--- config.mk ---
export PLATFORM = sky130hd
export DESIGN_NAME = io_map_sequencer_flat
export DESIGN_NICKNAME = d
export VERILOG_FILES = /design/src/rtl/io_map_pkg.sv /design/src/rtl/io_map_sequencer_if.sv /design/src/rtl/io_map_wb_master.sv /design/src/rtl/io_map_sequencer.sv /design/src/flat_wrapper.sv
export SDC_FILE = /design/constraint.sdc
export NUM_CORES = 1
export LEC_CHECK = 0
export CAP_MARGIN = 25
export CORE_MARGIN = 4
export CORE_UTILIZATION = 51
export DETAILED_ROUTE_END_ITERATION = 6
export PLACE_DENSITY = 0.77
export REMOVE_ABC_BUFFERS = 1
export SLEW_MARGIN = 20
export SYNTH_ARGS = -nofsm -noshare
export SYNTH_HDL_FRONTEND = slang
export SYNTH_SLANG_ARGS = --single-unit
--- constraint.sdc ---
create_clock -name clk -period 9.6 [get_ports clk]
set_clock_uncertainty 0.2 [all_clocks]
set_input_delay 0.96 -clock clk [delete_from_list [all_inputs] [get_ports clk]]
set_output_delay 0.96 -clock clk [all_outputs]
set_load 0.05 [all_outputs]
--- src/rtl/io_map_pkg.sv ---
// Shared constants, encodings and helpers for the io_mapper scan sequencer.
package io_map_pkg;

  // Drive words written to the mapper for each scan step, plus the release word.
  localparam logic [31:0] DRV_STEP0   = 32'h0000_0000;
  localparam logic [31:0] DRV_STEP1   = 32'h0000_0005;
  localparam logic [31:0] DRV_STEP2   = 32'h0000_0004;
  localparam logic [31:0] DRV_STEP3   = 32'h0000_000A;
  localparam logic [31:0] DRV_RELEASE = 32'h0000_0000;

  // Per-line classification codes.
  localparam logic [1:0] CLS_LOW  = 2'b00;
  localparam logic [1:0] CLS_TOG  = 2'b01;
  localparam logic [1:0] CLS_NONE = 2'b10;
  localparam logic [1:0] CLS_HIGH = 2'b11;

  // Host register map.
  localparam logic [3:0] HREG_CSR   = 4'h0;
  localparam logic [3:0] HREG_RES01 = 4'h2;
  localparam logic [3:0] HREG_RES23 = 4'h3;

  // Mapper register map.
  localparam logic [3:0] MADDR_DRIVE = 4'h0;
  localparam logic [3:0] MADDR_ARM   = 4'h8;

  typedef enum logic [3:0] {
    ST_IDLE    = 4'd0,
    ST_DRIVE   = 4'd1,
    ST_SETTLE  = 4'd2,
    ST_ARM     = 4'd3,
    ST_WAIT    = 4'd4,
    ST_READ    = 4'd5,
    ST_NEXT    = 4'd6,
    ST_RELEASE = 4'd7,
    ST_DONE    = 4'd8
  } seq_state_e;

  function automatic logic [31:0] drive_word(input logic [1:0] step);
    case (step)
      2'd0:    return DRV_STEP0;
      2'd1:    return DRV_STEP1;
      2'd2:    return DRV_STEP2;
      2'd3:    return DRV_STEP3;
      default: return DRV_RELEASE;
    endcase
  endfunction

  // A line that never went low is high; one that never went high is low.
  function automatic logic [1:0] classify(input logic [15:0] hi, input logic [15:0] lo);
    if (lo == 16'h0000) begin
      return CLS_HIGH;
    end else if (hi == 16'h0000) begin
      return CLS_LOW;
    end else begin
      return CLS_TOG;
    end
  endfunction

endpackage

--- src/rtl/io_map_sequencer_if.sv ---
// Simple Wishbone-style single-transaction bus used for both host and mapper ports.
interface io_map_sequencer_if;
  logic [3:0]  addr;
  logic [31:0] wdata;
  logic [31:0] rdata;
  logic        we;
  logic        cyc;
  logic        ack;

  modport master (output addr, output wdata, output we, output cyc, input rdata, input ack);
  modport slave  (input addr, input wdata, input we, input cyc, output rdata, output ack);
endinterface

--- src/rtl/io_map_wb_master.sv ---
// Single-transaction bus master toward the mapper. Holds the request stable
// until ack and leaves the bus idle for at least one cycle between transactions.
module io_map_wb_master
  import io_map_pkg::*;
(
  input  logic                      clk,
  input  logic                      rst,
  input  logic                      req,
  input  logic [3:0]                addr,
  input  logic                      we,
  input  logic [31:0]               wdata,
  output logic                      done,
  output logic [31:0]               rdata,
  io_map_sequencer_if.master        m
);

  logic        cyc_q,   cyc_d;
  logic        we_q,    we_d;
  logic [3:0]  addr_q,  addr_d;
  logic [31:0] wdata_q, wdata_d;
  logic        done_q,  done_d;
  logic [31:0] rdata_q, rdata_d;

  assign m.cyc   = cyc_q;
  assign m.we    = we_q;
  assign m.addr  = addr_q;
  assign m.wdata = wdata_q;
  assign done    = done_q;
  assign rdata   = rdata_q;

  // Launch a request when idle (not in the done cycle), finish on ack.
  always_comb begin
    cyc_d   = cyc_q;
    we_d    = we_q;
    addr_d  = addr_q;
    wdata_d = wdata_q;
    rdata_d = rdata_q;
    done_d  = 1'b0;
    if (cyc_q) begin
      if (m.ack) begin
        cyc_d   = 1'b0;
        done_d  = 1'b1;
        rdata_d = m.rdata;
      end else begin
        cyc_d   = 1'b1;
      end
    end else if (req && !done_q) begin
      cyc_d   = 1'b1;
      we_d    = we;
      addr_d  = addr;
      wdata_d = wdata;
    end else begin
      cyc_d   = 1'b0;
    end
  end

  // Bus-side state registers.
  always_ff @(posedge clk or posedge rst) begin
    if (rst) begin
      cyc_q   <= 1'b0;
      we_q    <= 1'b0;
      addr_q  <= 4'h0;
      wdata_q <= 32'h0;
      done_q  <= 1'b0;
      rdata_q <= 32'h0;
    end else begin
      cyc_q   <= cyc_d;
      we_q    <= we_d;
      addr_q  <= addr_d;
      wdata_q <= wdata_d;
      done_q  <= done_d;
      rdata_q <= rdata_d;
    end
  end

endmodule

--- src/rtl/io_map_sequencer.sv ---
// Scan controller: drives the io_mapper through four drive steps, reads the
// hi/lo counters for each line and exposes a 64-bit class map to the host.
module io_map_sequencer
  import io_map_pkg::*;
#(
  parameter int SETTLE_CYCLES = 64,
  parameter int WINDOW_CYCLES = 600000
) (
  input  logic               clk,
  input  logic               rst,
  io_map_sequencer_if.slave  wb,
  io_map_sequencer_if.master m
);

  localparam logic [19:0] SETTLE_LOAD = 20'(SETTLE_CYCLES - 1);
  localparam logic [19:0] WINDOW_LOAD = 20'(WINDOW_CYCLES - 1);

  seq_state_e  state_q, state_d;
  logic [1:0]  step_q,  step_d;
  logic [2:0]  idx_q,   idx_d;
  logic [19:0] cnt_q,   cnt_d;
  logic        busy_q,  busy_d;
  logic        done_q,  done_d;
  logic        abort_q, abort_d;
  logic [63:0] res_q,   res_d;
  logic        wb_ack_q,   wb_ack_d;
  logic [31:0] wb_rdata_q, wb_rdata_d;

  logic        host_acc_s, start_s, abort_s;
  logic [31:0] rd_mux_s;
  logic        mreq_s, mwe_s, mdone_s;
  logic [3:0]  maddr_s;
  logic [31:0] mwdata_s, mrdata_s;
  logic        unused_wdata_s;

  assign wb.ack   = wb_ack_q;
  assign wb.rdata = wb_rdata_q;

  assign host_acc_s     = wb.cyc & ~wb_ack_q;
  assign start_s        = host_acc_s & wb.we & (wb.addr == HREG_CSR) & wb.wdata[0] & ~busy_q;
  assign abort_s        = host_acc_s & wb.we & (wb.addr == HREG_CSR) & wb.wdata[1] & busy_q;
  assign unused_wdata_s = ^wb.wdata[31:2];

  io_map_wb_master u_master (
    .clk   (clk),
    .rst   (rst),
    .req   (mreq_s),
    .addr  (maddr_s),
    .we    (mwe_s),
    .wdata (mwdata_s),
    .done  (mdone_s),
    .rdata (mrdata_s),
    .m     (m)
  );

  // Select the host register being read.
  always_comb begin
    case (wb.addr)
      HREG_CSR:   rd_mux_s = {28'h0, step_q, done_q, busy_q};
      HREG_RES01: rd_mux_s = res_q[31:0];
      HREG_RES23: rd_mux_s = res_q[63:32];
      default:    rd_mux_s = 32'h0;
    endcase
  end

  // Host ack and read data; data is zero outside a read ack.
  always_comb begin
    wb_ack_d = host_acc_s;
    if (host_acc_s && !wb.we) begin
      wb_rdata_d = rd_mux_s;
    end else begin
      wb_rdata_d = 32'h0;
    end
  end

  // Mapper request issued by each bus-owning state.
  always_comb begin
    mreq_s   = 1'b0;
    maddr_s  = MADDR_DRIVE;
    mwe_s    = 1'b0;
    mwdata_s = 32'h0;
    case (state_q)
      ST_DRIVE:   begin mreq_s = 1'b1; mwe_s = 1'b1; mwdata_s = drive_word(step_q); end
      ST_ARM:     begin mreq_s = 1'b1; mwe_s = 1'b1; maddr_s = MADDR_ARM; end
      ST_READ:    begin mreq_s = 1'b1; maddr_s = {1'b0, idx_q}; end
      ST_RELEASE: begin mreq_s = 1'b1; mwe_s = 1'b1; mwdata_s = DRV_RELEASE; end
      default:    begin mreq_s = 1'b0; end
    endcase
  end

  // Scan sequencing; an abort in a bus state waits for the in-flight transaction.
  always_comb begin
    state_d = state_q;
    step_d  = step_q;
    idx_d   = idx_q;
    cnt_d   = cnt_q;
    busy_d  = busy_q;
    done_d  = done_q;
    abort_d = abort_q;
    res_d   = res_q;
    case (state_q)
      ST_IDLE: begin
        if (start_s) begin
          state_d = ST_DRIVE;
          busy_d  = 1'b1;
          done_d  = 1'b0;
          abort_d = 1'b0;
          step_d  = 2'd0;
          idx_d   = 3'd0;
          res_d   = {32{CLS_NONE}};
        end else begin
          state_d = ST_IDLE;
        end
      end
      ST_DRIVE, ST_ARM: begin
        if (mdone_s) begin
          if (abort_q || abort_s) begin
            state_d = ST_RELEASE;
          end else if (state_q == ST_DRIVE) begin
            state_d = ST_SETTLE;
            cnt_d   = SETTLE_LOAD;
          end else begin
            state_d = ST_WAIT;
            cnt_d   = WINDOW_LOAD;
          end
        end else if (abort_s) begin
          abort_d = 1'b1;
        end else begin
          abort_d = abort_q;
        end
      end
      ST_SETTLE, ST_WAIT: begin
        if (abort_s) begin
          state_d = ST_RELEASE;
        end else if (cnt_q == 20'd0) begin
          state_d = (state_q == ST_SETTLE) ? ST_ARM : ST_READ;
          idx_d   = 3'd0;
        end else begin
          cnt_d   = cnt_q - 20'd1;
        end
      end
      ST_READ: begin
        if (mdone_s) begin
          res_d[{step_q, idx_q, 1'b0} +: 2] = classify(mrdata_s[31:16], mrdata_s[15:0]);
          if (abort_q || abort_s) begin
            state_d = ST_RELEASE;
          end else if (idx_q == 3'd7) begin
            state_d = ST_NEXT;
          end else begin
            idx_d   = idx_q + 3'd1;
          end
        end else if (abort_s) begin
          abort_d = 1'b1;
        end else begin
          abort_d = abort_q;
        end
      end
      ST_NEXT: begin
        if (abort_s || step_q == 2'd3) begin
          state_d = ST_RELEASE;
        end else begin
          step_d  = step_q + 2'd1;
          state_d = ST_DRIVE;
        end
      end
      ST_RELEASE: begin
        if (mdone_s) begin
          state_d = ST_DONE;
        end else begin
          state_d = ST_RELEASE;
        end
      end
      ST_DONE: begin
        done_d  = 1'b1;
        busy_d  = 1'b0;
        abort_d = 1'b0;
        state_d = ST_IDLE;
      end
      default: begin
        state_d = ST_IDLE;
      end
    endcase
  end

  // Controller and host-port registers.
  always_ff @(posedge clk or posedge rst) begin
    if (rst) begin
      state_q    <= ST_IDLE;
      step_q     <= 2'd0;
      idx_q      <= 3'd0;
      cnt_q      <= 20'd0;
      busy_q     <= 1'b0;
      done_q     <= 1'b0;
      abort_q    <= 1'b0;
      res_q      <= {32{CLS_NONE}};
      wb_ack_q   <= 1'b0;
      wb_rdata_q <= 32'h0;
    end else begin
      state_q    <= state_d;
      step_q     <= step_d;
      idx_q      <= idx_d;
      cnt_q      <= cnt_d;
      busy_q     <= busy_d;
      done_q     <= done_d;
      abort_q    <= abort_d;
      res_q      <= res_d;
      wb_ack_q   <= wb_ack_d;
      wb_rdata_q <= wb_rdata_d;
    end
  end

endmodule

--- src/flat_wrapper.sv ---
// flat-port wrapper written by rule: the top's interface ports become plain ports
module io_map_sequencer_flat import io_map_pkg::*;
#(
  parameter int SETTLE_CYCLES = 64,
  parameter int WINDOW_CYCLES = 600000
)
  (clk, rst, wb_addr, wb_wdata, wb_we, wb_cyc, wb_rdata, wb_ack, m_addr, m_wdata, m_we, m_cyc, m_rdata, m_ack);
  io_map_sequencer_if wb_i ();
  io_map_sequencer_if m_i ();
  input  logic clk;
  input  logic rst;
  input wire logic [$bits(wb_i.addr)-1:0] wb_addr;
  input wire logic [$bits(wb_i.wdata)-1:0] wb_wdata;
  input wire logic [$bits(wb_i.we)-1:0] wb_we;
  input wire logic [$bits(wb_i.cyc)-1:0] wb_cyc;
  output wire logic [$bits(wb_i.rdata)-1:0] wb_rdata;
  output wire logic [$bits(wb_i.ack)-1:0] wb_ack;
  output wire logic [$bits(m_i.addr)-1:0] m_addr;
  output wire logic [$bits(m_i.wdata)-1:0] m_wdata;
  output wire logic [$bits(m_i.we)-1:0] m_we;
  output wire logic [$bits(m_i.cyc)-1:0] m_cyc;
  input wire logic [$bits(m_i.rdata)-1:0] m_rdata;
  input wire logic [$bits(m_i.ack)-1:0] m_ack;
  assign wb_i.addr = wb_addr;
  assign wb_i.wdata = wb_wdata;
  assign wb_i.we = wb_we;
  assign wb_i.cyc = wb_cyc;
  assign wb_rdata = wb_i.rdata;
  assign wb_ack = wb_i.ack;
  assign m_addr = m_i.addr;
  assign m_wdata = m_i.wdata;
  assign m_we = m_i.we;
  assign m_cyc = m_i.cyc;
  assign m_i.rdata = m_rdata;
  assign m_i.ack = m_ack;
  io_map_sequencer #(.SETTLE_CYCLES(SETTLE_CYCLES), .WINDOW_CYCLES(WINDOW_CYCLES)) u_core (.clk(clk), .rst(rst), .wb(wb_i), .m(m_i));
endmodule
==> summary.txt <==
Global route
  – Largest net degree at the start of global routing: 96
  – Grt ovf: 0
  – GRT Total Usage: 0.215
  – Vias in the first global route: 6361
  – Initial antenna violation count: 0
  – First-pass GRT wire length: 32000 um

Floorplanning
  – Die ar.: 0.0188 mm2
  – Initial Utilization: 0.527
  – Vert. Die Dim: 137 um
  – I/O pin cnt: 144
  – Core area: 0.0161 mm2
  – Row Count: 46
  – Die Span X: 137 um

Place
  – Gpl congestion: 0.931
  – Post-Place Cells: 1057
  – PortBufs: 85
  – DP Wirelength: 12900 um
  – Post-Place Worst Slack: 5.80 ns

CTS
  – Clock-pin slew on the worst setup and hold paths: 0.07 ns
  – CTS buffer count: 17
  – CTS Hold Bufs: 0
  – Clock Sink Count: 171
  – CTS tree: done
  – Clk buf depth: 2
  – Clk root buf: clkbuf_16
  – # Post-CTS Setup Buffers: 0
  – H-tree depth: 4
  – Post-CTS sizing: 0
  – Worst skew pair latency: 0.43 ns

Synthesis
  – Ys async rst share: 1.00
  – Syn avg cell area: 10.7 um2
  – Seq/Total Area, Yosys: 0.509
  – Distinct cells, synth: 68
  – Mapped Cells: 796
  – Cell Area, Synth: 0.00849 mm2
  – Post-synth top flop: dfrtp_1
  – Area leader, netlist: dfrtp_1
  – Area contributors post-synth: dfrtp_1 (41%), dfstp_2 (9.9%), mux2i_1 (4.7%), mux2_2 (4.6%), nor2_1 (3.3%)
  – Yosys top cell area share: 0.410
  – Synth Warn #: 0
  – Number of synthesized flops with an enable pin: 0
  – Yosys reg bits: 171

Outcome
  – Outcome: complete, no violations

Layout
  – Post-layout util: 0.623
  – Share of cells above drive strength 1: 0.159
  – Final nets: 945
  – Fillers: 1323
  – Syn-to-layout area delta: 18.3%
  – Antenna Cells: 0
  – Post-Layout Cell Count: 1090

Timing
  – Final slew viol count: 0
  – Final WS setup: 6.11 ns
  – Worst Tran Pin Value: 0.881 ns
  – RSZ-0062 raised after global routing: no
  – Endpoints failing hold: 0
  – Fin crit period: 3.49 ns
  – Hold_ws: 0.279 ns
  – Setup TNS: 0 ns
  – Max Freq: 0.287 GHz
  – Setup violators final: 0
  – Max_slew headroom: 0.407
  – Period utilization: 0.364

Min path
  – Min-delay worst type: reg2reg

Pwr
  – Pwr dens: 267 mW/mm2
  – Peak supply drop: 0.156 mV
  – Cell leakage power: 0.00419 uW

Worst setup path
  – WP data required: 9.71 ns
  – Worst Path Arrival: 3.60 ns
  – Critical Path Fanout Max: 11
  – Critical path launch point type: register
  – Setup CP Type: reg2reg
  – CP endpoint kind: register

Route
  – WL/cell: 17.8 um
  – ANT nets after route: 0
  – Overall via count from detail_route: 6392
  – Via-per-instance ratio: 5.86
  – Drt first pass iters: 5
  – # DRC: 0
  – Starting DRC count in detailed routing: 573
  – Routed wire length: 19400 um

Flow run
  – Max Cap Violations: 0
-- Yosys cell counts, types with 8 or more instances --
| library cell | number |
|---|---|
| dfstp_2 | 32 |
| buf_4 | 30 |
| mux2_2 | 35 |
| and3_1 | 10 |
| a22o_1 | 10 |
| nor4_1 | 16 |
| o21ai_2 | 8 |
| buf_2 | 10 |
| nand2_1 | 60 |
| a22oi_1 | 29 |
| nor2_1 | 74 |
| o22ai_1 | 13 |
| a31oi_1 | 13 |
| inv_1 | 24 |
| a21oi_1 | 9 |
| ha_1 | 11 |
| o21ai_0 | 29 |
| nand3_1 | 18 |
| dfrtp_1 | 139 |
| clkbuf_1 | 26 |
| mux2i_1 | 40 |
| o31ai_1 | 18 |
| nor3_1 | 23 |
-- critical path, cell delays in order, from the launching register on --
cell and delay (ns):
dfrtp_1 0.50, inv_1 0.27, ha_1 0.38, nor3b_1 0.39, xnor2_1 0.30, nand4_1 0.57
or2_2 0.51, a32o_1 0.26
-- per-layer routing --
| layer | routed length (um) | track usage | vias up |
|---|---|---|---|
| met5 | 0 | 0 | - |
| met4 | 218 | 0.0565 | 0 |
| met3 | 1240 | 0.0471 | 17 |
| met2 | 9300 | 0.345 | 225 |
| met1 | 8590 | 0.298 | 3160 |
| li1 | - | - | 2990 |
-- cells by family after synthesis --
group | after synthesis | synth area share
xor gates and xnor gates | 7 | 0.00811
muxes | 81 | 0.102
DFF | 171 | 0.509
adders and majority gates | 11 | 0.0162
buffers and inverters | 99 | 0.0613
AOI/OAI and AO/OA | 174 | 0.151
and+or+nand+nor | 252 | 0.153
other | 1 | 0.000442
-- sequential cells by signal, indices dropped and copies added, names as in the netlist --
signal / count
u_core.abort_q: 1
u_core.busy_q: 1
u_core.cnt_q: 20
u_core.done_q: 1
u_core.idx_q: 3
u_core.res_q: 64
u_core.state_q: 4
u_core.step_q: 2
u_core.u_master.done: 1
u_core.u_master.m.addr: 4
u_core.u_master.m.cyc: 1
u_core.u_master.m.wdata: 3
u_core.u_master.m.we: 1
u_core.u_master.rdata: 32
u_core.wb.ack: 1
u_core.wb.rdata: 32
-- report_power, final --
| group | internal (uW) | leakage, uW | switching (uW) |
|---|---|---|---|
| clock | 473 | 0.000325 | 289 |
| combinational | 345 | 0.00180 | 550 |
| sequential | 886 | 0.00207 | 141 |
| total | 1700 | 0.00419 | 981 |
-- cells in the final DEF, fill, tap and decap left out, types with 10 or more instances in the layout --
| master | n |
|---|---|
| a22o_1 | 10 |
| a22oi_1 | 29 |
| a31oi_1 | 13 |
| and3_1 | 10 |
| clkbuf_16 | 17 |
| clkdlybuf4s50_1 | 85 |
| conb_1 | 28 |
| dfrtp_1 | 139 |
| dfstp_2 | 32 |
| ha_1 | 11 |
| inv_1 | 23 |
| mux2_2 | 35 |
| mux2i_1 | 40 |
| nand2_1 | 60 |
| nand3_1 | 18 |
| nor2_1 | 74 |
| nor3_1 | 23 |
| nor4_1 | 15 |
| o21ai_0 | 29 |
| o22ai_1 | 13 |
| o31ai_1 | 18 |
-- path summary, 6_finish.rpt --
kind / slack, ns / startpoint / to / cells after the start
worst max-delay path: 6.11 / u_core.idx_q[0]$_DFFE_PP0P_ / u_core.res_q[12]$_DFFE_PP0P_ / 7
worst min-delay path: 0.28 / u_core.cnt_q[18]$_DFFE_PP0P_ / u_core.cnt_q[18]$_DFFE_PP0P_ / 1
worst max register to register: 6.11 / u_core.idx_q[0]$_DFFE_PP0P_ / u_core.res_q[12]$_DFFE_PP0P_ / 7
worst min register to register: 0.28 / u_core.cnt_q[18]$_DFFE_PP0P_ / u_core.cnt_q[18]$_DFFE_PP0P_ / 1
max in group asynchronous: 7.11 / rst / u_core.res_q[15]$_DFFE_PP1P_ / 4
min in group asynchronous: 0.89 / rst / u_core.cnt_q[16]$_DFFE_PP0P_ / 2
-- layout make-up --
cell class                      instances  area [um2]  share of cell area
Inverter                               24        95.1             0.00947
Multi-Input combinational cell        553        3760               0.375
Sequential cell                       171        4320               0.430
Clock inverter                         13         214              0.0213
Timing Repair Buffer                   94         936              0.0932
Clock buffer                           19         443              0.0441
Tap cell                              216         270              0.0269
-- per-stage QoR --
step	total power, uW	area (um2)
floorplan	1670	8160
global placement	1890	9350
detailed placement	1920	9360
CTS	2690	10000
global route	2830	10000
finish	2690	10000
Note: power is estimated with default switching activity, not from simulation.
